<file path="config.mk">
export PLATFORM = sky130hd
export DESIGN_NAME = dmem_arbiter_flat
export DESIGN_NICKNAME = d
export VERILOG_FILES = /design/src/rtl/dmem_arb_pkg.sv /design/src/rtl/dmem_arbiter_if.sv /design/src/rtl/dmem_burst_ctr.sv /design/src/rtl/dmem_arbiter.sv /design/src/flat_wrapper.sv
export SDC_FILE = /design/constraint.sdc
export NUM_CORES = 1
export LEC_CHECK = 0
export ABC_CLOCK_PERIOD_IN_PS = 2500
export BUFFER_PORTS_ARGS = -buffer_cell sky130_fd_sc_hd__clkbuf_2
export CORE_UTILIZATION = 43
export DETAILED_ROUTE_END_ITERATION = 8
export PLACE_DENSITY_LB_ADDON = 0.3
export SYNTH_ARGS = -nofsm -noshare
export SYNTH_HDL_FRONTEND = slang
export SYNTH_SLANG_ARGS = --single-unit
</file>
<file path="constraint.sdc">
create_clock -name mem_clk -period 2.5 [get_ports mem_clk]
set_input_delay 0.25 -clock mem_clk [delete_from_list [all_inputs] [get_ports mem_clk]]
set_output_delay 0.25 -clock mem_clk [all_outputs]
set_load 0.03 [all_outputs]
</file>
<file path="src/rtl/dmem_arb_pkg.sv">
// Shared definitions for the data-memory arbiter: default widths, FSM encoding
// and the burst-length decode helper.
package dmem_arb_pkg;

    localparam int ADDR_W_DEF   = 8;
    localparam int DATA_W_DEF   = 16;
    localparam int LEN_W_DEF    = 4;
    localparam int MAX_WAIT_DEF = 4;

    localparam logic [0:0] ST_IDLE  = 1'b0;
    localparam logic [0:0] ST_BURST = 1'b1;

    // A zero length field encodes the longest burst, 2**len_w words.
    function automatic int unsigned eff_len(input int unsigned len, input int unsigned len_w);
        if (len == 32'd0) begin
            return 32'd1 << len_w;
        end else begin
            return len;
        end
    endfunction

endpackage

</file>
<file path="src/rtl/dmem_arbiter_if.sv">
// Bus bundle between the MEM stage, the DMA/debug port, the arbiter and Data_Memory.
// The slave modport is the arbiter's view; master is the requesters/memory side.
interface dmem_arbiter_if #(
    parameter int ADDR_W = 8,
    parameter int DATA_W = 16,
    parameter int LEN_W  = 4
) ();
    logic              cpu_req;
    logic              cpu_we;
    logic [ADDR_W-1:0] cpu_addr;
    logic [DATA_W-1:0] cpu_wdata;
    logic [DATA_W-1:0] cpu_rdata;
    logic              cpu_stall;

    logic              dma_req;
    logic              dma_we;
    logic [ADDR_W-1:0] dma_addr;
    logic [LEN_W-1:0]  dma_len;
    logic [DATA_W-1:0] dma_wdata;
    logic [DATA_W-1:0] dma_rdata;
    logic              dma_ack;
    logic              dma_done;

    logic              d_we;
    logic [ADDR_W-1:0] d_addr;
    logic [DATA_W-1:0] d_dataout;
    logic [DATA_W-1:0] d_datain;

    modport slave (
        input  cpu_req, cpu_we, cpu_addr, cpu_wdata,
        output cpu_rdata, cpu_stall,
        input  dma_req, dma_we, dma_addr, dma_len, dma_wdata,
        output dma_rdata, dma_ack, dma_done,
        output d_we, d_addr, d_dataout,
        input  d_datain
    );

    modport master (
        output cpu_req, cpu_we, cpu_addr, cpu_wdata,
        input  cpu_rdata, cpu_stall,
        output dma_req, dma_we, dma_addr, dma_len, dma_wdata,
        input  dma_rdata, dma_ack, dma_done,
        input  d_we, d_addr, d_dataout,
        output d_datain
    );

endinterface

</file>
<file path="src/rtl/dmem_burst_ctr.sv">
// Burst bookkeeping: latches base/direction/length at grant, counts beats and
// produces the wrapped beat address plus the last-beat flag.
module dmem_burst_ctr
    import dmem_arb_pkg::*;
#(
    parameter int ADDR_W = ADDR_W_DEF,
    parameter int LEN_W  = LEN_W_DEF
) (
    input  logic              mem_clk,
    input  logic              rst_n,
    input  logic              start_s,
    input  logic              advance_s,
    input  logic              dma_we,
    input  logic [ADDR_W-1:0] dma_addr,
    input  logic [LEN_W-1:0]  dma_len,
    output logic [ADDR_W-1:0] beat_addr_s,
    output logic              we_lat_s,
    output logic              last_beat_s,
    output logic              single_s
);

    logic [ADDR_W-1:0] base_r;
    logic [LEN_W-1:0]  len_r;
    logic              we_r;
    logic [LEN_W-1:0]  beat_r;

    // Grant latches the burst descriptor; beat 0 is issued in the grant cycle itself.
    always_ff @(posedge mem_clk or negedge rst_n) begin
        if (!rst_n) begin
            base_r <= {ADDR_W{1'b0}};
            len_r  <= {LEN_W{1'b0}};
            we_r   <= 1'b0;
            beat_r <= {LEN_W{1'b0}};
        end else if (start_s) begin
            base_r <= dma_addr;
            len_r  <= dma_len;
            we_r   <= dma_we;
            beat_r <= LEN_W'(1);
        end else if (advance_s) begin
            beat_r <= last_beat_s ? {LEN_W{1'b0}} : beat_r + LEN_W'(1);
        end else begin
            beat_r <= beat_r;
        end
    end

    // Address arithmetic is modulo 2**ADDR_W, so a burst wraps past the top of memory.
    assign beat_addr_s = base_r + ADDR_W'(beat_r);
    assign we_lat_s    = we_r;
    assign last_beat_s = (beat_r == LEN_W'(eff_len(32'(len_r), LEN_W) - 32'd1));
    assign single_s    = (eff_len(32'(dma_len), LEN_W) == 32'd1);

endmodule

</file>
<file path="src/rtl/dmem_arbiter.sv">
// Arbitrates the single-port data memory between the CPU MEM stage and the
// DMA/debug burst port; DMA is guaranteed service after MAX_WAIT lost cycles.
module dmem_arbiter
    import dmem_arb_pkg::*;
#(
    parameter int ADDR_W   = ADDR_W_DEF,
    parameter int DATA_W   = DATA_W_DEF,
    parameter int LEN_W    = LEN_W_DEF,
    parameter int MAX_WAIT = MAX_WAIT_DEF
) (
    input logic           mem_clk,
    input logic           rst_n,
    dmem_arbiter_if.slave bus
);

    localparam int WAIT_W = 4;

    logic [0:0]        state_r, state_nxt_s;
    logic [WAIT_W-1:0] wait_r, wait_nxt_s;
    logic              dma_win_s, start_s, advance_s;
    logic              d_we_s, dma_ack_s, dma_done_s, cpu_stall_s;
    logic [ADDR_W-1:0] d_addr_s;
    logic [DATA_W-1:0] d_dataout_s;
    logic [ADDR_W-1:0] beat_addr_s;
    logic              we_lat_s, last_beat_s, single_s;

    dmem_burst_ctr #(
        .ADDR_W (ADDR_W),
        .LEN_W  (LEN_W)
    ) u_burst_ctr (
        .mem_clk     (mem_clk),
        .rst_n       (rst_n),
        .start_s     (start_s),
        .advance_s   (advance_s),
        .dma_we      (bus.dma_we),
        .dma_addr    (bus.dma_addr),
        .dma_len     (bus.dma_len),
        .beat_addr_s (beat_addr_s),
        .we_lat_s    (we_lat_s),
        .last_beat_s (last_beat_s),
        .single_s    (single_s)
    );

    // Grant decision, next-state logic and the memory-side output mux.
    always_comb begin
        state_nxt_s = state_r;
        wait_nxt_s  = wait_r;
        dma_win_s   = 1'b0;
        start_s     = 1'b0;
        advance_s   = 1'b0;
        d_we_s      = 1'b0;
        d_addr_s    = {ADDR_W{1'b0}};
        d_dataout_s = {DATA_W{1'b0}};
        dma_ack_s   = 1'b0;
        dma_done_s  = 1'b0;
        cpu_stall_s = 1'b0;
        case (state_r)
            ST_IDLE: begin
                dma_win_s = bus.dma_req && (!bus.cpu_req || (wait_r == WAIT_W'(MAX_WAIT)));
                if (dma_win_s) begin
                    start_s     = 1'b1;
                    d_we_s      = bus.dma_we;
                    d_addr_s    = bus.dma_addr;
                    d_dataout_s = bus.dma_wdata;
                    dma_ack_s   = 1'b1;
                    dma_done_s  = single_s;
                    cpu_stall_s = bus.cpu_req;
                    state_nxt_s = single_s ? ST_IDLE : ST_BURST;
                    wait_nxt_s  = {WAIT_W{1'b0}};
                end else if (bus.cpu_req) begin
                    d_we_s      = bus.cpu_we;
                    d_addr_s    = bus.cpu_addr;
                    d_dataout_s = bus.cpu_wdata;
                    if (bus.dma_req && (wait_r != WAIT_W'(MAX_WAIT))) begin
                        wait_nxt_s = wait_r + WAIT_W'(1);
                    end else if (bus.dma_req) begin
                        wait_nxt_s = wait_r;
                    end else begin
                        wait_nxt_s = {WAIT_W{1'b0}};
                    end
                end else begin
                    wait_nxt_s = {WAIT_W{1'b0}};
                end
            end
            ST_BURST: begin
                // The burst is atomic: dma_req is not looked at until it completes.
                advance_s   = 1'b1;
                d_we_s      = we_lat_s;
                d_addr_s    = beat_addr_s;
                d_dataout_s = bus.dma_wdata;
                dma_ack_s   = 1'b1;
                cpu_stall_s = bus.cpu_req;
                if (last_beat_s) begin
                    dma_done_s  = 1'b1;
                    state_nxt_s = ST_IDLE;
                    wait_nxt_s  = {WAIT_W{1'b0}};
                end else begin
                    state_nxt_s = ST_BURST;
                end
            end
            default: begin
                state_nxt_s = ST_IDLE;
                wait_nxt_s  = {WAIT_W{1'b0}};
            end
        endcase
    end

    // FSM state and starvation counter.
    always_ff @(posedge mem_clk or negedge rst_n) begin
        if (!rst_n) begin
            state_r <= ST_IDLE;
            wait_r  <= {WAIT_W{1'b0}};
        end else begin
            state_r <= state_nxt_s;
            wait_r  <= wait_nxt_s;
        end
    end

    assign bus.d_we      = d_we_s;
    assign bus.d_addr    = d_addr_s;
    assign bus.d_dataout = d_dataout_s;
    assign bus.dma_ack   = dma_ack_s;
    assign bus.dma_done  = dma_done_s;
    assign bus.cpu_stall = cpu_stall_s;
    assign bus.cpu_rdata = bus.d_datain;
    assign bus.dma_rdata = bus.d_datain;

endmodule

</file>
<file path="src/flat_wrapper.sv">
// flat-port wrapper written by rule: the top's interface ports become plain ports
module dmem_arbiter_flat import dmem_arb_pkg::*;
#(
    parameter int ADDR_W   = ADDR_W_DEF,
    parameter int DATA_W   = DATA_W_DEF,
    parameter int LEN_W    = LEN_W_DEF,
    parameter int MAX_WAIT = MAX_WAIT_DEF
)
  (mem_clk, rst_n, bus_cpu_req, bus_cpu_we, bus_cpu_addr, bus_cpu_wdata, bus_cpu_rdata, bus_cpu_stall, bus_dma_req, bus_dma_we, bus_dma_addr, bus_dma_len, bus_dma_wdata, bus_dma_rdata, bus_dma_ack, bus_dma_done, bus_d_we, bus_d_addr, bus_d_dataout, bus_d_datain);
  dmem_arbiter_if #(.ADDR_W(ADDR_W), .DATA_W(DATA_W), .LEN_W(LEN_W)) bus_i ();
  input logic mem_clk;
  input logic rst_n;
  input wire logic [$bits(bus_i.cpu_req)-1:0] bus_cpu_req;
  input wire logic [$bits(bus_i.cpu_we)-1:0] bus_cpu_we;
  input wire logic [$bits(bus_i.cpu_addr)-1:0] bus_cpu_addr;
  input wire logic [$bits(bus_i.cpu_wdata)-1:0] bus_cpu_wdata;
  output wire logic [$bits(bus_i.cpu_rdata)-1:0] bus_cpu_rdata;
  output wire logic [$bits(bus_i.cpu_stall)-1:0] bus_cpu_stall;
  input wire logic [$bits(bus_i.dma_req)-1:0] bus_dma_req;
  input wire logic [$bits(bus_i.dma_we)-1:0] bus_dma_we;
  input wire logic [$bits(bus_i.dma_addr)-1:0] bus_dma_addr;
  input wire logic [$bits(bus_i.dma_len)-1:0] bus_dma_len;
  input wire logic [$bits(bus_i.dma_wdata)-1:0] bus_dma_wdata;
  output wire logic [$bits(bus_i.dma_rdata)-1:0] bus_dma_rdata;
  output wire logic [$bits(bus_i.dma_ack)-1:0] bus_dma_ack;
  output wire logic [$bits(bus_i.dma_done)-1:0] bus_dma_done;
  output wire logic [$bits(bus_i.d_we)-1:0] bus_d_we;
  output wire logic [$bits(bus_i.d_addr)-1:0] bus_d_addr;
  output wire logic [$bits(bus_i.d_dataout)-1:0] bus_d_dataout;
  input wire logic [$bits(bus_i.d_datain)-1:0] bus_d_datain;
  assign bus_i.cpu_req = bus_cpu_req;
  assign bus_i.cpu_we = bus_cpu_we;
  assign bus_i.cpu_addr = bus_cpu_addr;
  assign bus_i.cpu_wdata = bus_cpu_wdata;
  assign bus_cpu_rdata = bus_i.cpu_rdata;
  assign bus_cpu_stall = bus_i.cpu_stall;
  assign bus_i.dma_req = bus_dma_req;
  assign bus_i.dma_we = bus_dma_we;
  assign bus_i.dma_addr = bus_dma_addr;
  assign bus_i.dma_len = bus_dma_len;
  assign bus_i.dma_wdata = bus_dma_wdata;
  assign bus_dma_rdata = bus_i.dma_rdata;
  assign bus_dma_ack = bus_i.dma_ack;
  assign bus_dma_done = bus_i.dma_done;
  assign bus_d_we = bus_i.d_we;
  assign bus_d_addr = bus_i.d_addr;
  assign bus_d_dataout = bus_i.d_dataout;
  assign bus_i.d_datain = bus_d_datain;
  dmem_arbiter #(.ADDR_W(ADDR_W), .DATA_W(DATA_W), .LEN_W(LEN_W), .MAX_WAIT(MAX_WAIT)) u_core (.mem_clk(mem_clk), .rst_n(rst_n), .bus(bus_i));
endmodule
</file>
Word-level counts from Yosys, hierarchy flattened
Cells that the tools add are included.
Storage, ports and cells
  bits in registers: 22
  word-level logic and storage cells: 58
  output and inout port bits: 60
  bits of input ports: 74
Operators by class
  reductions and logical operators: 8
  equal/unequal tests: 6
  mux-type cells: 33
  add/subtract/negate cells: 4
  bitwise gates (word level): 1
Operator list (count)
  4-bit 2-to-1 mux: 9
  32-bit by 1-bit == test with 1-bit output (second input constant): 1
  16-bit 2-to-1 mux: 2
  16-bit case mux with 2 select lines: 1
  8-bit 2-to-1 mux: 2
  8-bit case mux with 2 select lines: 1
  1-bit 2-to-1 mux: 11
  1-bit case mux with 2 select lines: 5
  4-bit by 1-bit adder with 4-bit output (second input constant): 2
  8-bit by 4-bit adder with 8-bit output: 1
  4-bit logical NOT: 2
  4-bit case mux with 2 select lines: 1
  5-bit 2-to-1 mux: 1
  5-bit by 3-bit != test with 1-bit output (second input constant): 1
  4-bit by 3-bit == test with 1-bit output (second input constant): 1
  4-bit == test: 1
  4-bit by 3-bit != test with 1-bit output (second input constant): 1
  4-bit by 1-bit subtractor with 4-bit output (second input constant): 1
  1-bit logical AND: 2
  2-bit != test (second input constant): 1
  2-bit AND reduction: 1
  2-bit nonzero test: 1
  1-bit logical NOT: 1
  1-bit logical OR: 1
  1-bit inverter: 1

Depth between registers and ports, before layout
Gate-level depths: netlist of run 1.
  depth after elaboration: 7
  depth in mapped cells: 9
  gate-level depth less buffers: 8

Cells and area by module
From an unflattened synthesis of run 1, not the netlist that was laid out.
Second synthesis, totals
  cell total of the unflattened synthesis: 203
  area total of the unflattened synthesis: 1941.9 um^2
Modules (own cells, without submodules)
  dmem_burst_ctr: sequential area each 425.4 um^2, times used 1, area each 1034.7 um^2, cells each 95
  dmem_arbiter: sequential area each 125.1 um^2, times used 1, area each 907.1 um^2, cells each 108

Least setup slack after synthesis of run 1
OpenSTA, ideal clock, no wires.
  path kind: register to output
  start point: register u_core.wait_r[0]
  end point: output port bus_d_dataout[10]
  data arrival time: 2.056 ns
  setup slack: 0.194 ns
  data required time: 2.250 ns
  cell stages (with the launch flop): 9
  path buffers: 2
  cell sequence: dfrtp_1 > inv_1 > ha_1 > and3b_1 > o21ai_4 > nand2b_1 > buf_2 > clkbuf_1 > o21ai_0
Between the ends
  cells in the longest elaborated chain, start to end: 5
RTL lines
  start: declaration: line dmem_arbiter.sv:19  | logic [WAIT_W-1:0] wait_r, wait_nxt_s;
  start signal: assignment: line dmem_arbiter.sv:112  | wait_r <= {WAIT_W{1'b0}};
  start signal: assignment: line dmem_arbiter.sv:115  | wait_r <= wait_nxt_s;
  4-bit by 3-bit == test with 1-bit output: line dmem_arbiter.sv:59  | dma_win_s = bus.dma_req && (!bus.cpu_req || (wait_r == WAIT_W'(MAX_WAIT)));
  1-bit logical OR: line dmem_arbiter.sv:59
  1-bit logical AND: line dmem_arbiter.sv:59
  16-bit 2-to-1 mux: line dmem_arbiter.sv:60  | if (dma_win_s) begin
  16-bit case mux with 2 select lines: line dmem_arbiter.sv:57  | case (state_r)
  end: declaration: line flat_wrapper.sv:29  | output wire logic [$bits(bus_i.d_dataout)-1:0] bus_d_dataout;
No other way between the ends.

Worst setup path in the final report of run 1
  start point: register u_core.wait_r[0]
  end point: output port bus_d_addr[3]
Between the ends
  cells in the longest elaborated chain, start to end: 5
RTL lines
  4-bit by 3-bit == test with 1-bit output: line dmem_arbiter.sv:59
  1-bit logical OR: line dmem_arbiter.sv:59
  1-bit logical AND: line dmem_arbiter.sv:59
  8-bit 2-to-1 mux: line dmem_arbiter.sv:60
  8-bit case mux with 2 select lines: line dmem_arbiter.sv:57
  end: declaration: line flat_wrapper.sv:28  | output wire logic [$bits(bus_i.d_addr)-1:0] bus_d_addr;
No other way between the ends.

==> results of run 1 <==
through the flow:
stage                     hold WS [ns]  instance area (um^2)
after detailed placement        0.2746                  2263
after global placement          0.2783                  2263
final                           0.2089                  2391
after global routing            0.2252                  2391
after floorplan               -0.04559                  2023
after CTS                       0.2071                  2316
tightest hold or removal path, delay by kind of cell:
family | cells | cell delay (ns)
buffers and inverters | 1 | 0.09
AO/OA/AOI/OAI | 1 | 0.05
AND/OR/NAND/NOR | 1 | 0.04
power groups by stage:
| stage | clock [mW] | sequential (mW) | combinational, mW |
|---|---|---|---|
| after global routing | 0.241 | 0.740 | 2.37 |
| after CTS | 0.226 | 0.710 | 2.03 |
| after detailed placement | 0 | 0.716 | 2.02 |
| final | 0.222 | 0.708 | 2.16 |
| after global placement | 0 | 0.704 | 2.00 |
| after floorplan | 0 | 0.650 | 1.66 |
final timing paths:
path | slack [ns] | endpoint | start
setup reg to reg | 0.47 | u_core.u_burst_ctr.base_r[6]$_DFFE_PN0P_ | u_core.wait_r[0]$_DFFE_PN0P_
hold reg to reg | 0.51 | u_core.u_burst_ctr.we_lat_s$_DFFE_PN0P_ | u_core.u_burst_ctr.we_lat_s$_DFFE_PN0P_
max in group asynchronous | 1.56 | u_core.u_burst_ctr.beat_r[0]$_DFFE_PN0P_ | rst_n
min in group asynchronous | 0.51 | u_core.u_burst_ctr.we_lat_s$_DFFE_PN0P_ | rst_n
setup / recovery | 0.12 | bus_d_addr[3] | u_core.wait_r[0]$_DFFE_PN0P_
hold / removal | 0.21 | u_core.u_burst_ctr.base_r[1]$_DFFE_PN0P_ | bus_dma_addr[1]
cell usage after synthesis, types with 2 or more instances:
cell type  count
clkbuf_1       6
xor2_1         6
inv_1         13
buf_2          6
o22ai_1        3
nand2b_1       3
o21ai_0       30
a21oi_1       12
nor2_1         4
buf_4         33
xnor2_1        7
and3_1         9
nand3_1        2
a211oi_1       8
nor2b_1        2
mux2_2        10
nand2_1       44
o311ai_0       2
dfrtp_1       22
ha_1           8
layout by cell type, fill, tap and decap left out, types with 2 or more instances in the layout:
cell type / instances
mux2_2: 10
o311ai_0: 2
nor2_1: 4
clkbuf_4: 2
nand2_1: 44
clkbuf_2: 78
o21ai_0: 28
o31ai_4: 2
o22ai_1: 3
inv_1: 13
a211oi_1: 7
nand3_1: 2
clkbuf_8: 3
xor2_1: 6
and3_1: 9
buf_4: 13
dfrtp_1: 21
xnor2_1: 7
ha_1: 7
nor2b_1: 2
nand2b_1: 3
a21oi_1: 11
o21ai_1: 3
kinds of logic after synthesis:
| kind of cell | count (synthesis) |
|---|---|
| buf+inv | 58 |
| mux | 11 |
| compound gates | 67 |
| simple gates | 71 |
| flops | 22 |
| fa+ha+maj | 9 |
| xor+xnor | 13 |
sequential cells by signal (all words and copies together) (netlist names):
| signal | cells |
|---|---|
| u_core.u_burst_ctr.we_lat_s | 1 |
| u_core.wait_r | 4 |
| u_core.state_r | 1 |
| u_core.u_burst_ctr.beat_r | 4 |
| u_core.u_burst_ctr.base_r | 8 |
| u_core.u_burst_ctr.len_r | 4 |
area by class of cell:
class                           instances  area [um^2]  area share (%)
Clock buffer                            3        41.29           1.727
Timing Repair Buffer                   96        538.0           22.50
Tap cell                               52        65.06           2.721
Multi-Input combinational cell        171         1146           47.93
Inverter                               13        48.80           2.041
Sequential cell                        22        551.8           23.08
timing repair:
action,CTS,global route
setup endpoints to repair,1,13
pin swaps,0,2
setup buffers,0,5
endpoints found under the hold margin,22,0
hold buffers,1,0
resized for setup,1,21
per-layer routing:
| layer | vias up | global-route usage [%] | share of wire, % |
|---|---|---|---|
| met5 | - | 0 | 0 |
| met4 | 0 | 6.667 | 0.70 |
| met3 | 4 | 2.422 | 5.5 |
| met2 | 55 | 35.60 | 49 |
| met1 | 797 | 23.44 | 44 |
| li1 | 936 | - | - |
==> impl_metrics.tcl, run 1 <==
set metrics [dict create \
    synth_seq_cells 22 \
    clk_pin_slew_ns 0.08 \
    numCtsBuffers 3 \
    antenna_found_initial 0 \
    io_pins 134 \
    dieArea_um2 4984 \
    tightest_slew_ns 0.5844 \
    io_buffers 85 \
    wl_um 4693 \
    start_util_pct 45.52 \
    worst_slack_ns 0.1169 \
    drt_iter0_markers 90 \
    fin_total_pwr_mw 3.089 \
    drive_gt1_share_pct 39.34 \
    synthMuxAreaShare_pct 6.061 \
    grt_use_total_pct 19.38 \
    yosys.area_share.simple_pct 16.76 \
    comb_power_share_pct 69.9 \
    synth_top_family_by_area "compound AO/OA/AOI/OAI gates" \
    synth-compound-area-share_pct 21.15 \
    gp_congestion 0.7947 \
    hold_violations 0 \
    synth-edff-count 0 \
    clkPwrFrac_pct 7.2 \
    synth.top_cell.area_share_pct 27.21 \
    grt_pass1_vias 1738 \
    dr.pass1.iters 6 \
    coreArea_um2 4444 \
    cpLargestDelayFamily "buffers and inverters" \
    clock_skew_ns 0.006543 \
    violations "design-rule violations" \
    wire_per_inst_um 13.15 \
    worstPathMaxFanout 9 \
    async_flop_share_pct 100.0 \
    status "finished with violations" \
    hpwl_um 3643 \
    slew_headroom_pct 61.04 \
    dp_cells 348 \
    finalNonFillerCells 357 \
    detail_route.vias_per_cell 5.020 \
    drv_cap 0 \
    p_per_area_nw_per_um2 1292 \
    critPathMaxStageDelay_ns 0.37 \
    reg2reg_depth 8 \
    fmax_mhz 419.6 \
    drc_errors 16 \
    seq_power_share_pct 22.9 \
    synth_ff_type "dfrtp_1" \
    row_count 24 \
    cts.sinks 22 \
    synthTopCellsByArea "dfrtp_1, buf_4, nand2_1" \
    crit_path_top_delay_cell "dfrtp_1" \
    fin_crit_ns 2.383 \
    seq_area_frac_synth_pct 27.21 \
    synth-adder-area-share_pct 5.937 \
    p_switching_mw 1.603 \
    cts-root-buf "clkbuf_8" \
    ys_warn_count 0 \
    hp-class "in -> reg" \
    synth_top_area_cell "dfrtp_1" \
    die_h_um 70.60 \
    p_sw_share_pct 51.89 \
    grt_start_max_net_pins 35 \
    vias 1792 \
    setup_violations 0 \
    setup_tns_ns 0 \
    synth.avg_cell_area_um2 8.061 \
    antenna_cells 0 \
    leakagePower_nw 1.205 \
    cts_tree "built" \
    required_ns 2.25 \
    syn_area_um2 2023 \
    grt_pass1_wl_um 7707 \
    yosysUniqueCellTypes 41 \
    area_growth_pct 18.18 \
    gr-total-overflow 0 \
    ctsHtreeMaxLevel 1 \
    clock_latency_ns 0.26 \
    crit_chain "inv_1, ha_1, and3b_1, o21ai_4, buf_4, and3_1, a21oi_1, o22ai_1, clkbuf_2" \
    synthesis.instances 251 \
    cp-end-kind "output pin" \
    path_buf_inv 3 \
    clockBufferDepth 2 \
    fp.dieW_um 70.60 \
    arrival_ns 2.13 \
    synth_nets 334 \
    route.antenna.remaining_nets 0 \
    final_nets 390 \
    drv_slew 0 \
    cp_num_cells 9 \
    final_util_pct 53.80 \
    n_fill_cell 431 \
    place_ws_ns 0.2210 \
    p_int_mw 1.486 \
    crit_type "reg -> out" \
    hold_depth 3 \
    peakVddDrop_mv 0.4281 \
    start_kind "register" \
    fin_crit_sh_pct 95.32 \
    synthXorXnorAreaFrac_pct 5.628 \
]
No activity file was read; power rests on OpenSTA's default activity.
==> inputs of run 2 (changes only) <==
--- a/config.mk
+++ b/config.mk
@@ -10,6 +10,7 @@
 export CORE_UTILIZATION = 43
 export DETAILED_ROUTE_END_ITERATION = 8
 export PLACE_DENSITY_LB_ADDON = 0.3
+export REMOVE_ABC_BUFFERS = 1
 export SYNTH_ARGS = -nofsm -noshare
 export SYNTH_HDL_FRONTEND = slang
 export SYNTH_SLANG_ARGS = --single-unit
==> run 2 against run 1 <==
The run still ends with design-rule violations left. Global-route usage grew 2.6 points. Combinational power about the same. Cell area is the same. Utilization did not move. Total power fell by 0.21%. Worst hold slack better by 0.0039 ns. Sequential share of layout area rose by 0.052 points. Via count increased by 6.6%. Die area unchanged. Worst setup slack gained 0.025 ns. Fmax grew 1.1%. Largest power group unchanged. Highest routed layer is now met5.
==> impl_metrics.tcl, run 2 (synthesized netlist as in run 1, its figures left out) <==
set metrics [dict create \
    status "finished with violations" \
    violations "design-rule violations" \
    critPathLaunch "u_core.wait_r[0]$_DFFE_PN0P_" \
    drv_cap 0 \
    dr.pass1.iters 6 \
    top_layer_used "met5" \
    wire_per_inst_um 15.00 \
    hold_violations 0 \
    ctsHtreeMaxLevel 1 \
    fin_crit_ns 2.358 \
    top_register "u_core.u_burst_ctr.base_r" \
    worstPathMaxFanout 5 \
    gp_congestion 0.7952 \
    numCtsBuffers 3 \
    drive_gt1_share_pct 39.94 \
    crit_path_top_delay_cell "dfrtp_1" \
    area_growth_pct 18.18 \
    crit_type "reg -> out" \
    layout_commonest_cell "clkbuf_2" \
    grt_pass1_wl_um 8562 \
    start_kind "register" \
    timing.rr.start "u_core.wait_r[0]$_DFFE_PN0P_" \
    drv_slew 0 \
    drt_iter0_markers 62 \
    vias 1911 \
    wl_um 5401 \
    clockBufferDepth 2 \
    largest_register_ffs 8 \
    hp-class "in -> reg" \
    cts_tree "built" \
    antenna_found_initial 0 \
    hpwl_um 4147 \
    peakVddDrop_mv 0.6457 \
    cts-root-buf "clkbuf_8" \
    slew_headroom_pct 60.56 \
    drc_errors 4 \
    r2r_slack_ns 0.47 \
    tightest_slew_ns 0.5915 \
    dieArea_um2 4984 \
    gr-total-overflow 0 \
    fp.dieW_um 70.60 \
    required_ns 2.25 \
    wl_met3_um 699 \
    fmax_mhz 424.1 \
    detail_route.vias_per_cell 5.308 \
    crit_chain "inv_1, ha_1, and3b_1, o21ai_4, buf_4, and3_1, a21oi_1, o22ai_1, clkbuf_2" \
    critPathMaxStageDelay_ns 0.38 \
    grt_pass1_vias 1795 \
    die_h_um 70.60 \
    final_nets 392 \
    row_count 24 \
    rsz0062_at_grt "no" \
    cts.sinks 22 \
    crit_end "bus_d_addr[3]" \
    r2r_end "u_core.u_burst_ctr.we_lat_s$_DFFE_PN0P_" \
    mostFrequentLayoutCells "clkbuf_2, nand2_1, o21ai_0" \
    leakagePower_nw 1.212 \
    route.antenna.remaining_nets 0 \
    arrival_ns 2.11 \
    setup_violations 0 \
    p_per_area_nw_per_um2 1289 \
    coreArea_um2 4444 \
    cp-end-kind "output pin" \
    clock_skew_ns 0.004449 \
    antenna_cells 0 \
    grt_use_total_pct 22.00 \
    met2_length_um 2409 \
    fin_crit_sh_pct 94.32 \
    clock_latency_ns 0.27 \
    hold_ws_ns 0.2129 \
    io_buffers 85 \
    start_util_pct 45.52 \
    wl_met1_um 2205 \
    clk_pin_slew_ns 0.08 \
    io_pins 134 \
    grt_start_max_net_pins 37 \
    reg2reg_depth 8 \
    setup_tns_ns 0 \
]
## run 2: metal layers
layer	GRT usage [%]	vias up
met5	7.071	-
met4	4.000	2
met3	12.25	8
met2	34.30	107
met1	26.54	852
li1	-	942
## run 2: worst max-delay path, delay by kind of cell (launching register included)
kind,cells,cell delay (ns)
AND/OR/NAND/NOR,2,0.38
adder cells (fa/ha/maj),1,0.19
flip-flops,1,0.38
buffers and inverters,3,0.49
AO/OA/AOI/OAI,3,0.41
## run 2: power breakdown
| group | leakage (nW) | total [mW] | switching, mW | internal (mW) |
|---|---|---|---|---|
| clock network | 0.0288 | 0.263 | 0.123 | 0.141 |
| logic | 0.913 | 2.15 | 1.33 | 0.826 |
| registers | 0.270 | 0.668 | 0.152 | 0.515 |
## run 2: repair_timing
item	CTS	global route
buffers inserted	4	3
hold buffers	1	0
pin swaps	1	1
resized for setup	3	5
hold endpoints to repair	22	0
setup endpoints to repair	5	5
## run 2: through the flow
stage	utilization (%)	cells	area [um^2]	power, mW	setup slack, ns
floorplan	-	206	1723	2.171	-0.3526
global placement	50.65	348	2251	2.698	0.2776
detailed placement	50.65	348	2251	2.724	0.2083
CTS	52.93	357	2352	3.018	0.00004641
global route	53.80	360	2391	3.355	0.009027
finish	53.80	360	2391	3.083	0.1419
## run 2: layout make-up
type                    instances  area, um^2
fillers                       428        2053
inverters                      13       48.80
clock buffers                   4       55.05
multi-input cells             171        1141
well taps                      52       65.06
repair buffers                 98       528.0
flip-flops and latches         22       553.0
## run 2: worst min-delay path by stage
stage	start	endpoint	depth (start not counted)
finish	bus_dma_len[1]	u_core.u_burst_ctr.len_r[1]$_DFFE_PN0P_	3
global route	bus_dma_addr[2]	u_core.u_burst_ctr.base_r[2]$_DFFE_PN0P_	2
CTS	bus_dma_len[1]	u_core.u_burst_ctr.len_r[1]$_DFFE_PN0P_	3
detailed placement	rst_n	u_core.wait_r[2]$_DFFE_PN0P_	1
global placement	rst_n	u_core.wait_r[2]$_DFFE_PN0P_	1
floorplan	rst_n	u_core.state_r$_DFF_PN0_	0
